### src/rtl/experiment2_switch_pkg.sv
// Shared register map, reset constants and sizing helper
// for the switch/key controller.
package experiment2_switch_pkg;

  localparam logic [1:0] ADDR_DATA = 2'd0;
  localparam logic [1:0] ADDR_MASK = 2'd1;
  localparam logic [1:0] ADDR_EDGE = 2'd2;
  localparam logic [1:0] ADDR_CTRL = 2'd3;

  localparam logic [31:0] CTRL_RESET = 32'h1;

  // Bits needed to hold 0..value-1; never less than one bit.
  function automatic int clog2(input int value);
    int w;
    w = 1;
    while ((1 << w) < value) w++;
    return w;
  endfunction

endpackage

### src/rtl/experiment2_switch_debounce_bit.sv
// One-bit debouncer: accepts a new level after STABLE_SAMPLES
// differing ticks. SWITCH_CTRL_BOTH_EDGES_EN makes edge_o fire on falls too.
module experiment2_switch_debounce_bit
  import experiment2_switch_pkg::*;
#(
  parameter int STABLE_SAMPLES = 4
) (
  input  logic clk,
  input  logic reset,
  input  logic tick,
  input  logic enable,
  input  logic sync_i,
  output logic deb_o,
  output logic edge_o
);

  localparam int CW = clog2(STABLE_SAMPLES);
  localparam logic [CW-1:0] CNT_MAX = CW'(STABLE_SAMPLES - 1);

  logic [CW-1:0] cnt_q, cnt_d;
  logic          deb_q, deb_d;
  logic          edge_q, edge_d;

  // Next debounced level, sample counter and change pulse
  always_comb begin
    cnt_d = cnt_q;
    deb_d = deb_q;
    if (!enable) begin
      deb_d = sync_i;
      cnt_d = '0;
    end else if (tick) begin
      if (sync_i == deb_q) begin
        cnt_d = '0;
      end else if (cnt_q == CNT_MAX) begin
        deb_d = ~deb_q;
        cnt_d = '0;
      end else begin
        cnt_d = cnt_q + 1'b1;
      end
    end
`ifdef SWITCH_CTRL_BOTH_EDGES_EN
    edge_d = deb_d ^ deb_q;
`else
    edge_d = deb_d & ~deb_q;
`endif
  end

  // State registers
  always_ff @(posedge clk) begin
    if (reset) begin
      cnt_q  <= '0;
      deb_q  <= 1'b0;
      edge_q <= 1'b0;
    end else begin
      cnt_q  <= cnt_d;
      deb_q  <= deb_d;
      edge_q <= edge_d;
    end
  end

  assign deb_o  = deb_q;
  assign edge_o = edge_q;

endmodule

### src/rtl/experiment2_switch_ctrl.sv
// Avalon-MM switch/key controller: sync, debounce, edge capture, irq.
// Optional macro SWITCH_CTRL_BOTH_EDGES_EN captures falling edges as well.
module experiment2_switch_ctrl
  import experiment2_switch_pkg::*;
#(
  parameter int WIDTH          = 17,
  parameter int SAMPLE_DIV     = 50000,
  parameter int STABLE_SAMPLES = 4
) (
  input  logic             clk,
  input  logic             reset,
  input  logic [1:0]       address,
  input  logic             chipselect,
  input  logic             read,
  input  logic             write,
  input  logic [31:0]      writedata,
  output logic [31:0]      readdata,
  input  logic [WIDTH-1:0] in_port,
  output logic             irq
);

  localparam int PW = clog2(SAMPLE_DIV);
  localparam logic [PW-1:0] PRESC_MAX = PW'(SAMPLE_DIV - 1);

  logic [WIDTH-1:0] sync1_q, sync2_q;
  logic [PW-1:0]    presc_q, presc_d;
  logic [WIDTH-1:0] mask_q, mask_d;
  logic [WIDTH-1:0] edge_q, edge_d;
  logic             ctrl_q, ctrl_d;
  logic [31:0]      readdata_q, readdata_d;
  logic [WIDTH-1:0] deb, edge_pulse;
  logic             tick, wr;

  // Avalon read strobe is not needed: readdata refreshes every cycle.
  logic unused_ok;
  assign unused_ok = &{1'b0, read, writedata};

  assign tick = (presc_q == PRESC_MAX);
  assign wr   = chipselect & write;

  // Two-flop synchroniser for the raw switch levels
  always_ff @(posedge clk) begin
    if (reset) begin
      sync1_q <= '0;
      sync2_q <= '0;
    end else begin
      sync1_q <= in_port;
      sync2_q <= sync1_q;
    end
  end

  genvar gi;
  generate
    for (gi = 0; gi < WIDTH; gi++) begin : g_bit
      experiment2_switch_debounce_bit #(
        .STABLE_SAMPLES(STABLE_SAMPLES)
      ) u_deb (
        .clk   (clk),
        .reset (reset),
        .tick  (tick),
        .enable(ctrl_q),
        .sync_i(sync2_q[gi]),
        .deb_o (deb[gi]),
        .edge_o(edge_pulse[gi])
      );
    end
  endgenerate

  // Prescaler, register writes, capture and read mux
  always_comb begin
    presc_d = tick ? '0 : presc_q + 1'b1;
    mask_d  = mask_q;
    ctrl_d  = ctrl_q;
    edge_d  = edge_q;
    if (wr) begin
      unique case (address)
        ADDR_MASK: mask_d = writedata[WIDTH-1:0];
        ADDR_EDGE: edge_d = edge_q & ~writedata[WIDTH-1:0];
        ADDR_CTRL: ctrl_d = writedata[0];
        default:   ;
      endcase
    end
    edge_d = edge_d | edge_pulse;

    readdata_d = '0;
    unique case (address)
      ADDR_DATA: readdata_d[WIDTH-1:0] = deb;
      ADDR_MASK: readdata_d[WIDTH-1:0] = mask_q;
      ADDR_EDGE: readdata_d[WIDTH-1:0] = edge_q;
      default:   readdata_d[0]         = ctrl_q;
    endcase
  end

  // Register state
  always_ff @(posedge clk) begin
    if (reset) begin
      presc_q    <= '0;
      mask_q     <= '0;
      edge_q     <= '0;
      ctrl_q     <= CTRL_RESET[0];
      readdata_q <= '0;
    end else begin
      presc_q    <= presc_d;
      mask_q     <= mask_d;
      edge_q     <= edge_d;
      ctrl_q     <= ctrl_d;
      readdata_q <= readdata_d;
    end
  end

  assign readdata = readdata_q;
  assign irq      = |(edge_q & mask_q);

endmodule

### config.mk
export PLATFORM = sky130hd
export DESIGN_NAME = experiment2_switch_ctrl
export DESIGN_NICKNAME = d
export VERILOG_FILES = /design/src/rtl/experiment2_switch_pkg.sv /design/src/rtl/experiment2_switch_debounce_bit.sv /design/src/rtl/experiment2_switch_ctrl.sv
export SDC_FILE = /design/constraint.sdc
export NUM_CORES = 1
export LEC_CHECK = 0
export BUFFER_PORTS_ARGS = -buffer_cell sky130_fd_sc_hd__buf_2
export CORE_ASPECT_RATIO = 0.8
export CORE_MARGIN = 5
export CORE_UTILIZATION = 54
export CTS_BUF_LIST = sky130_fd_sc_hd__clkbuf_4
export DETAILED_ROUTE_END_ITERATION = 10
export PLACE_DENSITY = 0.74
export SLEW_MARGIN = 20
export SYNTH_ARGS = -nofsm -noshare
export SYNTH_HDL_FRONTEND = slang
export SYNTH_SLANG_ARGS = --single-unit
export TNS_END_PERCENT = 30
### constraint.sdc
create_clock -name clk -period 2.2 [get_ports clk]
set_input_delay 0.44 -clock clk [delete_from_list [all_inputs] [get_ports clk]]
set_output_delay 0.44 -clock clk [all_outputs]
set_load 0.005 [all_outputs]
After elaboration in Yosys (flattened, before gate mapping)
Cells that the tools add are included.
Operators by class
  add/subtract/negate cells: 18
  equal/unequal tests: 38
  multiplexer cells: 106
  bitwise gates (word level): 40
  reduce and logical (&&, ||, !) cells: 6
Operators with widths (count)
  1-bit 2-to-1 mux: 68
  2-bit 2-to-1 mux: 34
  16-bit case mux with 3 select lines: 1
  2-bit == test, second input constant: 19
  2-bit by 1-bit adder with 2-bit output, second input constant: 17
  17-bit AND: 2
  17-bit 2-to-1 mux: 2
  1-bit AND: 18
  1-bit NOT: 18
  1-bit == test: 17
  17-bit NOT: 1
  17-bit bitwise OR: 1
  17-bit OR reduction: 1
  16-bit by 1-bit adder with 16-bit output, second input constant: 1
  16-bit == test, second input constant: 1
  2-bit AND reduction: 2
  2-bit OR reduction: 2
  1-bit case mux with 3 select lines: 1
  2-bit by 1-bit == test with 1-bit output, second input constant: 1
  2-bit zero test: 1
Word-level totals
  register bits after elaboration: 185
  bits of input ports: 56
  output and inout port bits: 33
  word-level logic and storage cells: 267

Logic depth before layout (Yosys ltp)
Gate-level depths: netlist of the first run.
  depth in word-level cells: 6
  gate-level depth with buffers: 8

By module
From an unflattened synthesis of the first run, not the netlist that was laid out.
Unflattened totals
  cell total of the unflattened synthesis: 713
  area, all modules: 6799.0 µm²
Modules (own cells, without submodules)
  experiment2_switch_ctrl: instances 1, cells each 424, area an instance 3799.9 µm², sequential area each 2042.0 µm²
  experiment2_switch_debounce_bit: instances 17, cells each 17, area an instance 176.4 µm², sequential area each 80.1 µm²

Worst setup path before layout of the first run
No wires, ideal clock.
  path type: register -> register
  from: register presc_q[5]
  to: register g_bit[14].u_deb.cnt_q[0]
  arrival: 2.222 ns
  path slack: -0.093 ns
  stages on the path, launching flop included: 7
  clock period less this slack: 2.293 ns
  path through: dfxtp_1 or4_1 or4_1 buf_2 clkbuf_2 or4_1 a21oi_1
On the way
  cells in the longest elaborated chain, start to end: 1
RTL lines
  start: declaration: RTL line experiment2_switch_ctrl.sv:26  | logic [PW-1:0] presc_q, presc_d;
  start signal: assignment: RTL line experiment2_switch_ctrl.sv:103  | presc_q <= presc_d;
  16-bit == test: RTL line experiment2_switch_ctrl.sv:38  | assign tick = (presc_q == PRESC_MAX);
  end signal: assignment: RTL line experiment2_switch_debounce_bit.sv:55  | cnt_q <= cnt_d;
  end: declaration: RTL line experiment2_switch_debounce_bit.sv:20  | logic [CW-1:0] cnt_q, cnt_d;
Every way passes these cells.
A chain may end at the register's enable or synchronous reset.

Worst setup path after layout of the first run
  from: register presc_q[13]
  to: register g_bit[7].u_deb.cnt_q[0]
On the way
  cells in the longest elaborated chain, start to end: 1
RTL lines (RTL line)
  16-bit == test: experiment2_switch_ctrl.sv:38
  end signal: assignment: experiment2_switch_debounce_bit.sv:55
  end: declaration: experiment2_switch_debounce_bit.sv:20
Every way passes these cells.

==> results of run 1 <==
[area by class of cell]
class / count / area (um2)
Fill cell: 1090 / 4570
Antenna cell: 1 / 2.50
Tap cell: 175 / 219
Inverter: 10 / 37.5
Clock inverter: 12 / 173
Timing Repair Buffer: 103 / 702
Clock buffer: 20 / 150
Sequential cell: 170 / 3410
Multi-Input combinational cell: 564 / 3600
[path summary, 6_finish.rpt]
kind	start	end	slack (ns)	cells past startpoint
worst max register to register	presc_q[13]$_SDFF_PP0_	g_bit[7].u_deb.cnt_q[0]$_SDFFE_PP0N_	-0.14	5
worst min register to register	sync1_q[13]$_SDFF_PP0_	sync2_q[13]$_SDFF_PP0_	0.43	1
worst max-delay path	presc_q[13]$_SDFF_PP0_	g_bit[7].u_deb.cnt_q[0]$_SDFFE_PP0N_	-0.14	5
worst min-delay path	in_port[0]	sync1_q[0]$_SDFF_PP0_	0.07	2
[registers in the layout (all words and copies together) (netlist names)]
register and flops:
g_bit.u_deb.edge_o 17, sync1_q 17, readdata 17, sync2_q 17
g_bit.u_deb.deb_o 17, presc_q 16, ctrl_q 1, edge_q 17
mask_q 17, g_bit.u_deb.cnt_q 34
[through the flow]
stage | instances | setup slack [ns]
after floorplan | 812 | -0.0779
after global placement | 1018 | -0.231
after detailed placement | 1018 | -0.279
after CTS | 1051 | -0.120
after global routing | 1055 | -0.174
final | 1055 | -0.143
[layout by cell type (no fill, tap or decap), types with 13 or more instances in the layout]
cell type | Yosys | final
sky130_fd_sc_hd__a21oi_1 | 88 | 78
sky130_fd_sc_hd__buf_2 | 2 | 56
sky130_fd_sc_hd__buf_4 | 15 | 40
sky130_fd_sc_hd__clkbuf_4 | 0 | 20
sky130_fd_sc_hd__conb_1 | 1 | 15
sky130_fd_sc_hd__dfxtp_1 | 170 | 166
sky130_fd_sc_hd__ha_1 | 18 | 18
sky130_fd_sc_hd__mux2i_1 | 16 | 16
sky130_fd_sc_hd__nand2_1 | 106 | 105
sky130_fd_sc_hd__nand3_1 | 16 | 16
sky130_fd_sc_hd__nand3b_1 | 17 | 17
sky130_fd_sc_hd__nand4b_1 | 17 | 17
sky130_fd_sc_hd__nor2_1 | 84 | 84
sky130_fd_sc_hd__nor2b_1 | 37 | 37
sky130_fd_sc_hd__nor4bb_1 | 13 | 13
sky130_fd_sc_hd__or4_1 | 19 | 14
sky130_fd_sc_hd__xnor2_1 | 27 | 27
[power breakdown]
part           total, uW  internal (uW)  leakage [uW]  switching [uW]
Sequential          3290           3170       0.00138             114
Combinational        445            218       0.00159             226
Clock               1990            935      0.000166            1050
Total               5720           4320       0.00314            1400
[repair_timing]
| item | 4_1_cts | 5_1_grt |
|---|---|---|
| setup endpoints to repair | 50 | 61 |
| pin swaps | 3 | 5 |
| gates cloned | 1 | 1 |
| resized for setup | 13 | 44 |
| hold endpoints to repair | 0 | 0 |
| buffers inserted | 0 | 2 |
[logic make-up (layout without fill, tap and decap cells)]
| family | count (synthesis) | count (layout) | synth area share |
|---|---|---|---|
| flip-flops | 170 | 170 | 0.478 |
| AO/OA/AOI/OAI | 129 | 129 | 0.108 |
| AND/OR/NAND/NOR | 354 | 354 | 0.267 |
| buffers and inverters | 78 | 145 | 0.0506 |
| adder cells (fa/ha/maj) | 18 | 18 | 0.0317 |
| other | 1 | 16 | 0.000527 |
| XOR/XNOR | 31 | 31 | 0.0382 |
| multiplexers | 17 | 17 | 0.0257 |
[per-layer routing]
| layer | global-route usage | part of all wire | vias up |
|---|---|---|---|
| li1 | - | - | 2886 |
| met1 | 0.278 | 0.44 | 2805 |
| met2 | 0.343 | 0.46 | 232 |
| met3 | 0.0647 | 0.079 | 24 |
| met4 | 0.0704 | 0.016 | 0 |
| met5 | 0 | 0 | - |
[cell usage after synthesis, drive strengths merged (12+ instances only)]
cell	count	area share
mux2i	16	0.023
nor2	84	0.044
dfxtp	170	0.48
nor2b	37	0.033
ha	18	0.032
nand2	106	0.056
buf	22	0.021
or4	19	0.020
nand4b	17	0.021
nand3b	17	0.018
nor4bb	13	0.018
o311ai	12	0.015
clkbuf	46	0.024
nand3	16	0.011
xnor2	27	0.033
a21oi	88	0.062
==> results.env, run 1 <==
GRT_PASS1_VIAS=5715
DRT_FIRST_ITER_VIOLATIONS=424
CTS_ROOT_BUFFER='sky130_fd_sc_hd__clkbuf_4'
CRITPATHREQUIREDTIME_NS=2.72
FINALCRITICALPERIOD_NS=2.34
DETAIL_ROUTE.FIRST_PASS.ITERATIONS=5
FP.COREAREA_UM2=12900
POST-ROUTE-WORST-SETUP-SLACK_NS=-0.143
AREA.GROWTH.SYNTH_TO_FINAL_PCT=16.6
SYN_AVG_CELL_AREA_UM2=8.92
HOLD_VIOL=0
DRT_DRC_VIOLATIONS_LEFT=0
TOP_FF_CELL_SYNTH='sky130_fd_sc_hd__dfxtp_1'
POSTCTSHOLDBUFS=0
FINAL.SETUP.TNS_NS=-1.58
WORST-SLEW-PIN-TRANSITION_NS=0.658
HP-CLASS='in -> reg'
VIA_COUNT=5947
HOLD_SLACK_NS=0.0714
CTS.SINK_COUNT=170
FLOORPLAN.INITIALDENSITY=0.553
CRITPATHLAUNCHTYPE='flip-flop'
PLACEMENT.CELL_AREA_UM2=7710
LEAKAGE_POWER_FIGURE_uW=0.00314
FP.DIEAREA_UM2=15600
CRITICAL_PATH_CLASS='reg -> reg'
CLKSLEWWORSTSETUPHOLDPATHS_NS=0.14
FRACTION_OF_THE_CORE_AREA_COVERED_BY_CELLS_AT_THE_END_OF_THE_FLOW=0.645
P_PER_AREA_nW_PER_UM2=689
TRITONCTS='yes'
WORST_EP_ARRIVAL_TIME_NS=2.86
RUN_STATUS='finished, violations left'
TIMING.CRITICAL_PATH.FANOUT_MAX=23
DRT.ANTENNA.VIOLATING_NETS=0
FINAL_NETS=940
GRT_FIRST_PASS_WIRELENGTH_MM=27.6
MAXIMUM_VDD_IR_DROP_uV=471
SYNTH.LIB_CELLS_USED.DISTINCT=43
YOSYSWARNINGS=0
YS_SEQ_ELEMENTS=170
PLACEMENTROWS=37
FINAL_DESIGN_AREA_NO_FILL_UM2=8300
DRV.MAX_CAP_VIOLATION_COUNT=0
YS_SEQ_AREA_FRAC=0.478
GRT.TOTAL_USAGE=0.214
CP_CELL_SEQUENCE='or4b_4 > or4_4 > buf_12 > or4_1 > a21oi_2'
PART_OF_THE_CYCLE_THE_WORST_PATH_NEEDS=1.06
FAMILY_WITH_THE_MOST_DELAY_ON_THE_WORST_PATH='simple AND/OR/NAND/NOR gates'
FINAL_REPORT_SETUP_VIOLATION_COUNT=18
FLOORPLAN.DIE.WIDTH_UM=138
SLEW_VIOL_FINAL=0
GP_ROUTABILITY_CONGESTION=0.811
TIMING.CRITICAL_PATH.BUF_INV=1
CP_SLOWEST_STAGE_DELAY_NS=0.57
VIAS_PER_CELL=5.64
MAXIMUM_NUMBER_OF_PINS_ON_ONE_NET_BEFORE_GLOBAL_ROUTE_REPAIR=66
LAYOUT-DRIVE-GT1-SHARE=0.195
VIOLATED_CHECKS='setup timing'
CRITPATHSLOWESTCELL='sky130_fd_sc_hd__or4_4'
DP_HPWL_MM=11.2
WORST_SETUP_PATH_END_KIND='flip-flop'
TOTAL_POWER_uW=5720
WIRE_PER_INST_UM=15.9
DIE_H_UM=113
NUMCTSBUFFERS=17
WORST_CLOCK_SKEW_NS=0.0276
CLK_BUF_DEPTH=2
RSZ_0062_RAISED_AFTER_GLOBAL_ROUTING='yes'
IOS=89
POSTROUTEWIRELENGTH_MM=16.8
WORST_SLEW_MARGIN_REL=0.561
HTREE_LEVELS=4
FMAX_MHz=427
SYNTH.CELL_AREA_UM2=7120
SYNTH_EDF_COUNT=0
POST_SYNTH_INST_COUNT=798
YS_ASYNC_SR_FRACTION=0
PLACE.PORT_BUFFERS=57
GRT-OVFL-TOTAL=0
INSERTION_DELAY_NS=0.58
ANTENNA_FOUND_INITIAL=1
Note: power is estimated with default switching activity, not from simulation.
==> run 2, diff against run 1 <==
--- a/config.mk
+++ b/config.mk
@@ -11,7 +11,7 @@
 export CORE_UTILIZATION = 54
 export CTS_BUF_LIST = sky130_fd_sc_hd__clkbuf_4
 export DETAILED_ROUTE_END_ITERATION = 10
-export PLACE_DENSITY = 0.74
+export PLACE_DENSITY = 0.89
 export SLEW_MARGIN = 20
 export SYNTH_ARGS = -nofsm -noshare
 export SYNTH_HDL_FRONTEND = slang
==> results.env, run 2 (synthesis results as in run 1) <==
RUN_STATUS='finished, violations left'
VIOLATED_CHECKS='DRC, setup timing'
LEAKAGE_POWER_FIGURE_uW=0.00317  # +1.1%
P_PER_AREA_nW_PER_UM2=691  # +0.17%
CPMOSTUSEDCELL='sky130_fd_sc_hd__or4_4'
SWITCHING_SHARE=0.249  # +0.00487
TOTAL_POWER_uW=5730  # +0.27%
TIMING.CRITICAL_PATH.FANOUT_MAX=24  # +4.3%
PART_OF_THE_CYCLE_THE_WORST_PATH_NEEDS=1.06  # -0.00766
SWITCHING_POWER_uW=1430  # +2.3%
GRT-OVFL-TOTAL=0  # unchanged
WORST-SLEW-PIN-TRANSITION_NS=0.752  # +0.0938 ns
NUMCTSBUFFERS=17  # unchanged
GRT_FIRST_PASS_WIRELENGTH_MM=27.0  # -2.1%
FINAL_REPORT_SETUP_VIOLATION_COUNT=22  # +4
CTS_ROOT_BUFFER='sky130_fd_sc_hd__clkbuf_4'
PLACEMENT.SETUP.WORST_SLACK_NS=-0.298  # -0.0186 ns
GRT.TOTAL_USAGE=0.208  # -0.00576
FINALCRITICALPERIOD_NS=2.33  # -0.0168 ns
CRITPATHREQUIREDTIME_NS=2.71  # about the same
ANTENNA_FOUND_INITIAL=0  # -1
FP.DIEAREA_UM2=15600  # unchanged
HOLD_SLACK_NS=0.0682  # -0.00323 ns
HOLD_VIOL=0  # unchanged
WIRE_PER_INST_UM=16.0  # +0.79%
POST-ROUTE-WORST-SETUP-SLACK_NS=-0.126  # +0.0168 ns
AREA.GROWTH.SYNTH_TO_FINAL_PCT=16.7
DRT_FIRST_ITER_VIOLATIONS=650  # +53%
CLK_BUF_DEPTH=2  # unchanged
FP.COREAREA_UM2=12900  # unchanged
CP_CELL_SEQUENCE='or4b_4 > or4_4 > buf_12 > or4_4 > a21oi_2'
PLACEMENTROWS=37  # unchanged
RSZ_0062_RAISED_AFTER_GLOBAL_ROUTING='yes'
CRITPATHSLOWESTCELL='sky130_fd_sc_hd__or4_4'
FLOORPLAN.DIE.WIDTH_UM=138  # unchanged
TIMING.CRITICAL_PATH.BUF_INV=1  # unchanged
FINAL_NETS=949  # +0.96%
DIODES=0  # -1
WORST_SLEW_MARGIN_REL=0.499  # -0.0625
DETAIL_ROUTE.FIRST_PASS.ITERATIONS=11  # +6
SLEW_VIOL_FINAL=0  # unchanged
GP_ROUTABILITY_CONGESTION=0.824  # +1.6%
PLACE.PORT_BUFFERS=57  # unchanged
CRITPATHLAUNCHTYPE='flip-flop'
COMBPWRFRAC=0.079  # about the same
INTPOWER_uW=4310  # -0.37%
LARGEST_REGISTER='g_bit.u_deb.cnt_q'
FINAL.SETUP.TNS_NS=-1.75  # -0.175 ns
DRT_DRC_VIOLATIONS_LEFT=2  # +2
GRT_PASS1_VIAS=5537  # -3.1%
TRITONCTS='yes'
DP_HPWL_MM=10.8  # -3.5%
DRT.ANTENNA.VIOLATING_NETS=0  # unchanged
POSTROUTEWIRELENGTH_MM=17.0  # +1.5%
FAMILY_WITH_THE_MOST_DELAY_ON_THE_WORST_PATH='simple AND/OR/NAND/NOR gates'
VIAS_PER_CELL=5.65  # +0.29%
DIE_H_UM=113  # unchanged
IOS=89  # unchanged
LAYOUT-DRIVE-GT1-SHARE=0.196  # +0.00163
MAXIMUM_NUMBER_OF_PINS_ON_ONE_NET_BEFORE_GLOBAL_ROUTE_REPAIR=43  # -35%
WORST_EP_ARRIVAL_TIME_NS=2.84  # -0.02 ns
LEADING_CELL_TYPE_IN_THE_LAYOUT_FILL_AND_TAPS_EXCLUDED='sky130_fd_sc_hd__dfxtp_1'
INSERTION_DELAY_NS=0.57  # about the same
HP-CLASS='in -> reg'
P_CLK_FRAC=0.347  # about the same
MOST-COMMON-LAYOUT-CELLS='sky130_fd_sc_hd__dfxtp_1 (167), sky130_fd_sc_hd__nand2_1 (106), sky130_fd_sc_hd__nor2_1 (84)'
WORST_CLOCK_SKEW_NS=0.0171  # -0.0105 ns
VIA_COUNT=6004  # +0.96%
POSTCTSHOLDBUFS=0  # unchanged
FLOORPLAN.INITIALDENSITY=0.553  # unchanged
CLKSLEWWORSTSETUPHOLDPATHS_NS=0.14  # about the same
POWER.SEQUENTIAL.FRACTION=0.574  # about the same
DRV.MAX_CAP_VIOLATION_COUNT=0  # unchanged
CRITICAL_PATH_CLASS='reg -> reg'
FMAX_MHz=430  # +0.72%
CTS.SINK_COUNT=170  # unchanged
MAXIMUM_VDD_IR_DROP_uV=365  # -22%
LARGEST_REGISTER_FF_COUNT=34  # unchanged
WORST_SETUP_PATH_END_KIND='flip-flop'
CP_SLOWEST_STAGE_DELAY_NS=0.57  # about the same
HTREE_LEVELS=4  # unchanged
-- run 2: changes by cell type in the layout (fill, tap and decap cells not counted), sizes merged --
cell | before | now
clkbuf | 20 | 19
diode | 1 | 0
buf | 103 | 112
clkinv | 5 | 4
inv | 11 | 12
-- run 2: power groups by stage --
stage / combinational (uW) / sequential, uW / clock, uW
after CTS: 420 / 3280 / 2010
after floorplan: 312 / 3310 / 0
after detailed placement: 413 / 3350 / 0
after global routing: 497 / 3300 / 2170
after global placement: 403 / 3340 / 0
final: 451 / 3290 / 1990
-- run 2: routing by layer --
metal  wire, um  share of wire  track usage
met2       7820           0.46        0.313
met4        348          0.020       0.0777
met3       1330          0.078       0.0545
met5          0              0            0
met1       7500           0.44        0.289
-- run 2: stage by stage --
step / util / cells / area [um2]
2_1_floorplan: - / 812 / 7180
3_3_place_gp: 0.602 / 1025 / 7750
3_5_place_dp: 0.602 / 1025 / 7750
4_1_cts: 0.631 / 1058 / 8120
5_1_grt: 0.645 / 1062 / 8300
6_report: 0.645 / 1062 / 8300
-- run 2: cell type report --
class | instances | area, um2
flip-flops and latches | 170 | 3410
well taps | 175 | 219
clock inverters | 12 | 170
inverters | 10 | 37.5
clock buffers | 19 | 143
multi-input cells | 564 | 3580
fillers | 994 | 4570
repair buffers | 112 | 746
-- run 2: worst paths after layout --
path                            cells after the start  slack [ns]                   start                                   end
worst max-delay path                                5       -0.13  presc_q[13]$_SDFF_PP0_  g_bit[3].u_deb.cnt_q[0]$_SDFFE_PP0N_
worst min-delay path                                2        0.07             in_port[10]                sync1_q[10]$_SDFF_PP0_
worst max register to register                      5       -0.13  presc_q[13]$_SDFF_PP0_  g_bit[3].u_deb.cnt_q[0]$_SDFFE_PP0N_
worst min register to register                      1        0.45   sync1_q[6]$_SDFF_PP0_                 sync2_q[6]$_SDFF_PP0_
-- run 2: repair_timing --
| item | in CTS | in global routing |
|---|---|---|
| buffers inserted | 1 | 5 |
| gates resized for setup | 8 | 40 |
| cloned | 1 | 0 |
| endpoints found under the setup margin | 61 | 63 |
| pin swaps | 1 | 9 |
==> run 3, diff against run 2 <==
--- a/config.mk
+++ b/config.mk
@@ -11,7 +11,7 @@
 export CORE_UTILIZATION = 54
 export CTS_BUF_LIST = sky130_fd_sc_hd__clkbuf_4
 export DETAILED_ROUTE_END_ITERATION = 10
-export PLACE_DENSITY = 0.89
+export PLACE_DENSITY_LB_ADDON = 0.25
 export SLEW_MARGIN = 20
 export SYNTH_ARGS = -nofsm -noshare
 export SYNTH_HDL_FRONTEND = slang
==> results.env, run 3 (synthesis results as in run 1) <==
FINAL_DESIGN_AREA_NO_FILL_UM2=8240  # -0.75%
PLACEMENT.CELL_AREA_UM2=7740  # -0.16%
WORST_EP_ARRIVAL_TIME_NS=2.83  # about the same
CLKSLEWWORSTSETUPHOLDPATHS_NS=0.12  # -0.02 ns
HOLD_SLACK_NS=0.0822  # +0.0140 ns
MAXIMUM_VDD_IR_DROP_uV=381  # +4.2%
CTS.SINK_COUNT=170  # unchanged
DRV.MAX_CAP_VIOLATION_COUNT=0  # unchanged
PLACE.PORT_BUFFERS=57  # unchanged
GP_ROUTABILITY_CONGESTION=0.844  # +2.4%
FLOORPLAN.DIE.WIDTH_UM=138  # unchanged
HTREE_LEVELS=4  # unchanged
DRT_FIRST_ITER_VIOLATIONS=403  # -38%
DIE_H_UM=113  # unchanged
FRACTION_OF_THE_CORE_AREA_COVERED_BY_CELLS_AT_THE_END_OF_THE_FLOW=0.640  # -0.00486
GRT.TOTAL_USAGE=0.214  # +0.00513
FP.COREAREA_UM2=12900  # unchanged
TIMING.HOLD.WORST_PATH_DEPTH=2  # unchanged
LAYOUT-DRIVE-GT1-SHARE=0.186  # -0.0105
RUN_STATUS='finished, violations left'
FMAX_MHz=430  # about the same
GRT_FIRST_PASS_WIRELENGTH_MM=27.4  # +1.5%
DRT.ANTENNA.VIOLATING_NETS=0  # unchanged
DIODES=0  # unchanged
HOLD_PATH_END='sync1_q[12]$_SDFF_PP0_'
PART_OF_THE_CYCLE_THE_WORST_PATH_NEEDS=1.06  # about the same
GRT-OVFL-TOTAL=0  # unchanged
POST-ROUTE-WORST-SETUP-SLACK_NS=-0.124  # +0.00225 ns
FLOORPLAN.INITIALDENSITY=0.553  # unchanged
ANTENNA_FOUND_INITIAL=0  # unchanged
LARGEST_REGISTER='g_bit.u_deb.cnt_q'
WORST_CLOCK_SKEW_NS=0.0135  # -0.00364 ns
FINALCRITICALPERIOD_NS=2.32  # -0.00225 ns
TRITONCTS='yes'
DRT_DRC_VIOLATIONS_LEFT=0  # -2
CLK_BUF_DEPTH=2  # unchanged
VIAS_PER_CELL=5.53  # -2.2%
WORST_SETUP_PATH_END_KIND='flip-flop'
RSZ_0062_RAISED_AFTER_GLOBAL_ROUTING='yes'
GRT_PASS1_VIAS=5726  # +3.4%
WORST_SLEW_MARGIN_REL=0.557  # +0.0586
DP_HPWL_MM=11.2  # +3.9%
FINAL_NETS=940  # -0.95%
CRITPATHREQUIREDTIME_NS=2.71  # about the same
P_PER_AREA_nW_PER_UM2=684  # -1.0%
MAXIMUM_NUMBER_OF_PINS_ON_ONE_NET_BEFORE_GLOBAL_ROUTE_REPAIR=58  # +35%
SLEW_VIOL_FINAL=0  # unchanged
FINAL_REPORT_SETUP_VIOLATION_COUNT=17  # -23%
MOST-COMMON-LAYOUT-CELLS='sky130_fd_sc_hd__dfxtp_1 (167), sky130_fd_sc_hd__nand2_1 (106), sky130_fd_sc_hd__nor2_1 (84)'
NUMCTSBUFFERS=17  # unchanged
HOLD_PATH.STARTPOINT='in_port[12]'
POSTROUTEWIRELENGTH_MM=16.5  # -2.8%
LEADING_CELL_TYPE_IN_THE_LAYOUT_FILL_AND_TAPS_EXCLUDED='sky130_fd_sc_hd__dfxtp_1'
CRITPATHLAUNCHTYPE='flip-flop'
INSERTION_DELAY_NS=0.57  # about the same
FP.DIEAREA_UM2=15600  # unchanged
WORST-SLEW-PIN-TRANSITION_NS=0.663  # -0.0893 ns
NUM-FILL-CELLS=1104  # +11%
REG2REG_TO='g_bit[8].u_deb.cnt_q[0]$_SDFFE_PP0N_'
TOTAL_POWER_uW=5630  # -1.8%
REG2REG_DEPTH=5  # unchanged
LEAKAGE_POWER_FIGURE_uW=0.00311  # -2.1%
TIMING.CRITICAL_PATH.FANOUT_MAX=23  # -4.2%
FINAL.SETUP.TNS_NS=-1.77  # -0.0221 ns
HP-CLASS='in -> reg'
AREA.GROWTH.SYNTH_TO_FINAL_PCT=15.8
CTS_ROOT_BUFFER='sky130_fd_sc_hd__clkbuf_4'
PLACEMENTROWS=37  # unchanged
VIOLATED_CHECKS='setup timing'
DETAIL_ROUTE.FIRST_PASS.ITERATIONS=7  # -4
IOS=89  # unchanged
WIRE_PER_INST_UM=15.7  # -2.0%
CRITICAL_PATH_CLASS='reg -> reg'
WORST-R2R-SETUP-SLACK_NS=-0.12  # about the same
HOLD_VIOL=0  # unchanged
LARGEST_REGISTER_FF_COUNT=34  # unchanged
REG2REG_FROM='presc_q[13]$_SDFF_PP0_'
VIA_COUNT=5821  # -3.0%
run 3: cell count changes in the layout (fill, tap and decap cells not counted), sizes merged:
cell      before  now
buf          112  103
clkinv         4    7
inv           12   10
clkinvlp       2    1
run 3: through the flow:
step | instances | setup slack (ns)
detailed placement | 1020 | -0.295
CTS | 1052 | -0.131
global placement | 1020 | -0.234
global route | 1053 | -0.205
floorplan | 812 | -0.0779
finish | 1053 | -0.124
run 3: worst max path at each step:
| stage | depth (start not counted) | slack (ns) | endpoint | start |
|---|---|---|---|---|
| detailed placement | 5 | -0.30 | g_bit[15].u_deb.cnt_q[0]$_SDFFE_PP0N_ | presc_q[13]$_SDFF_PP0_ |
| CTS | 5 | -0.13 | g_bit[4].u_deb.cnt_q[0]$_SDFFE_PP0N_ | presc_q[7]$_SDFF_PP0_ |
| global placement | 5 | -0.23 | g_bit[9].u_deb.cnt_q[0]$_SDFFE_PP0N_ | presc_q[13]$_SDFF_PP0_ |
| floorplan | 6 | -0.08 | g_bit[14].u_deb.cnt_q[0]$_SDFFE_PP0N_ | presc_q[13]$_SDFF_PP0_ |
| global route | 5 | -0.21 | g_bit[5].u_deb.cnt_q[0]$_SDFFE_PP0N_ | presc_q[13]$_SDFF_PP0_ |
| finish | 5 | -0.12 | g_bit[8].u_deb.cnt_q[0]$_SDFFE_PP0N_ | presc_q[13]$_SDFF_PP0_ |
run 3: cell type report:
class / instances / area, um2 / area share
multi-input cells: 564 / 3570 / 0.434
flip-flops and latches: 170 / 3410 / 0.413
repair buffers: 103 / 707 / 0.0858
well taps: 175 / 219 / 0.0266
clock inverters: 12 / 155 / 0.0188
clock buffers: 19 / 143 / 0.0173
inverters: 10 / 37.5 / 0.00455
run 3: report_power, final:
| part | switching, uW | leakage [uW] | internal, uW |
|---|---|---|---|
| Combinational | 224 | 0.00157 | 221 |
| Sequential | 115 | 0.00138 | 3170 |
| Clock | 1010 | 0.000157 | 896 |
| Total | 1350 | 0.00311 | 4290 |
run 3: worst max-delay path, stage by stage (launching register included):
cell and delay [ns]:
sky130_fd_sc_hd__dfxtp_2 0.35, sky130_fd_sc_hd__or4b_4 0.54, sky130_fd_sc_hd__or4_4 0.57, sky130_fd_sc_hd__buf_12 0.18, sky130_fd_sc_hd__or4_4 0.48, sky130_fd_sc_hd__a21oi_2 0.15
run 3: per-layer routing:
metal,routed length [um],share of wire,vias up,global-route usage
met5,0,0,-,0
met4,262,0.016,0,0.0691
met3,1090,0.066,20,0.0571
met2,7500,0.45,185,0.337
met1,7670,0.46,2724,0.287
li1,-,-,2892,-
run 3: repair_timing:
action	CTS	global route
resized for setup	12	37
buffers inserted	0	1
pin swaps	2	4
cloned	1	0
hold buffers	0	0
endpoints found under the setup margin	62	45
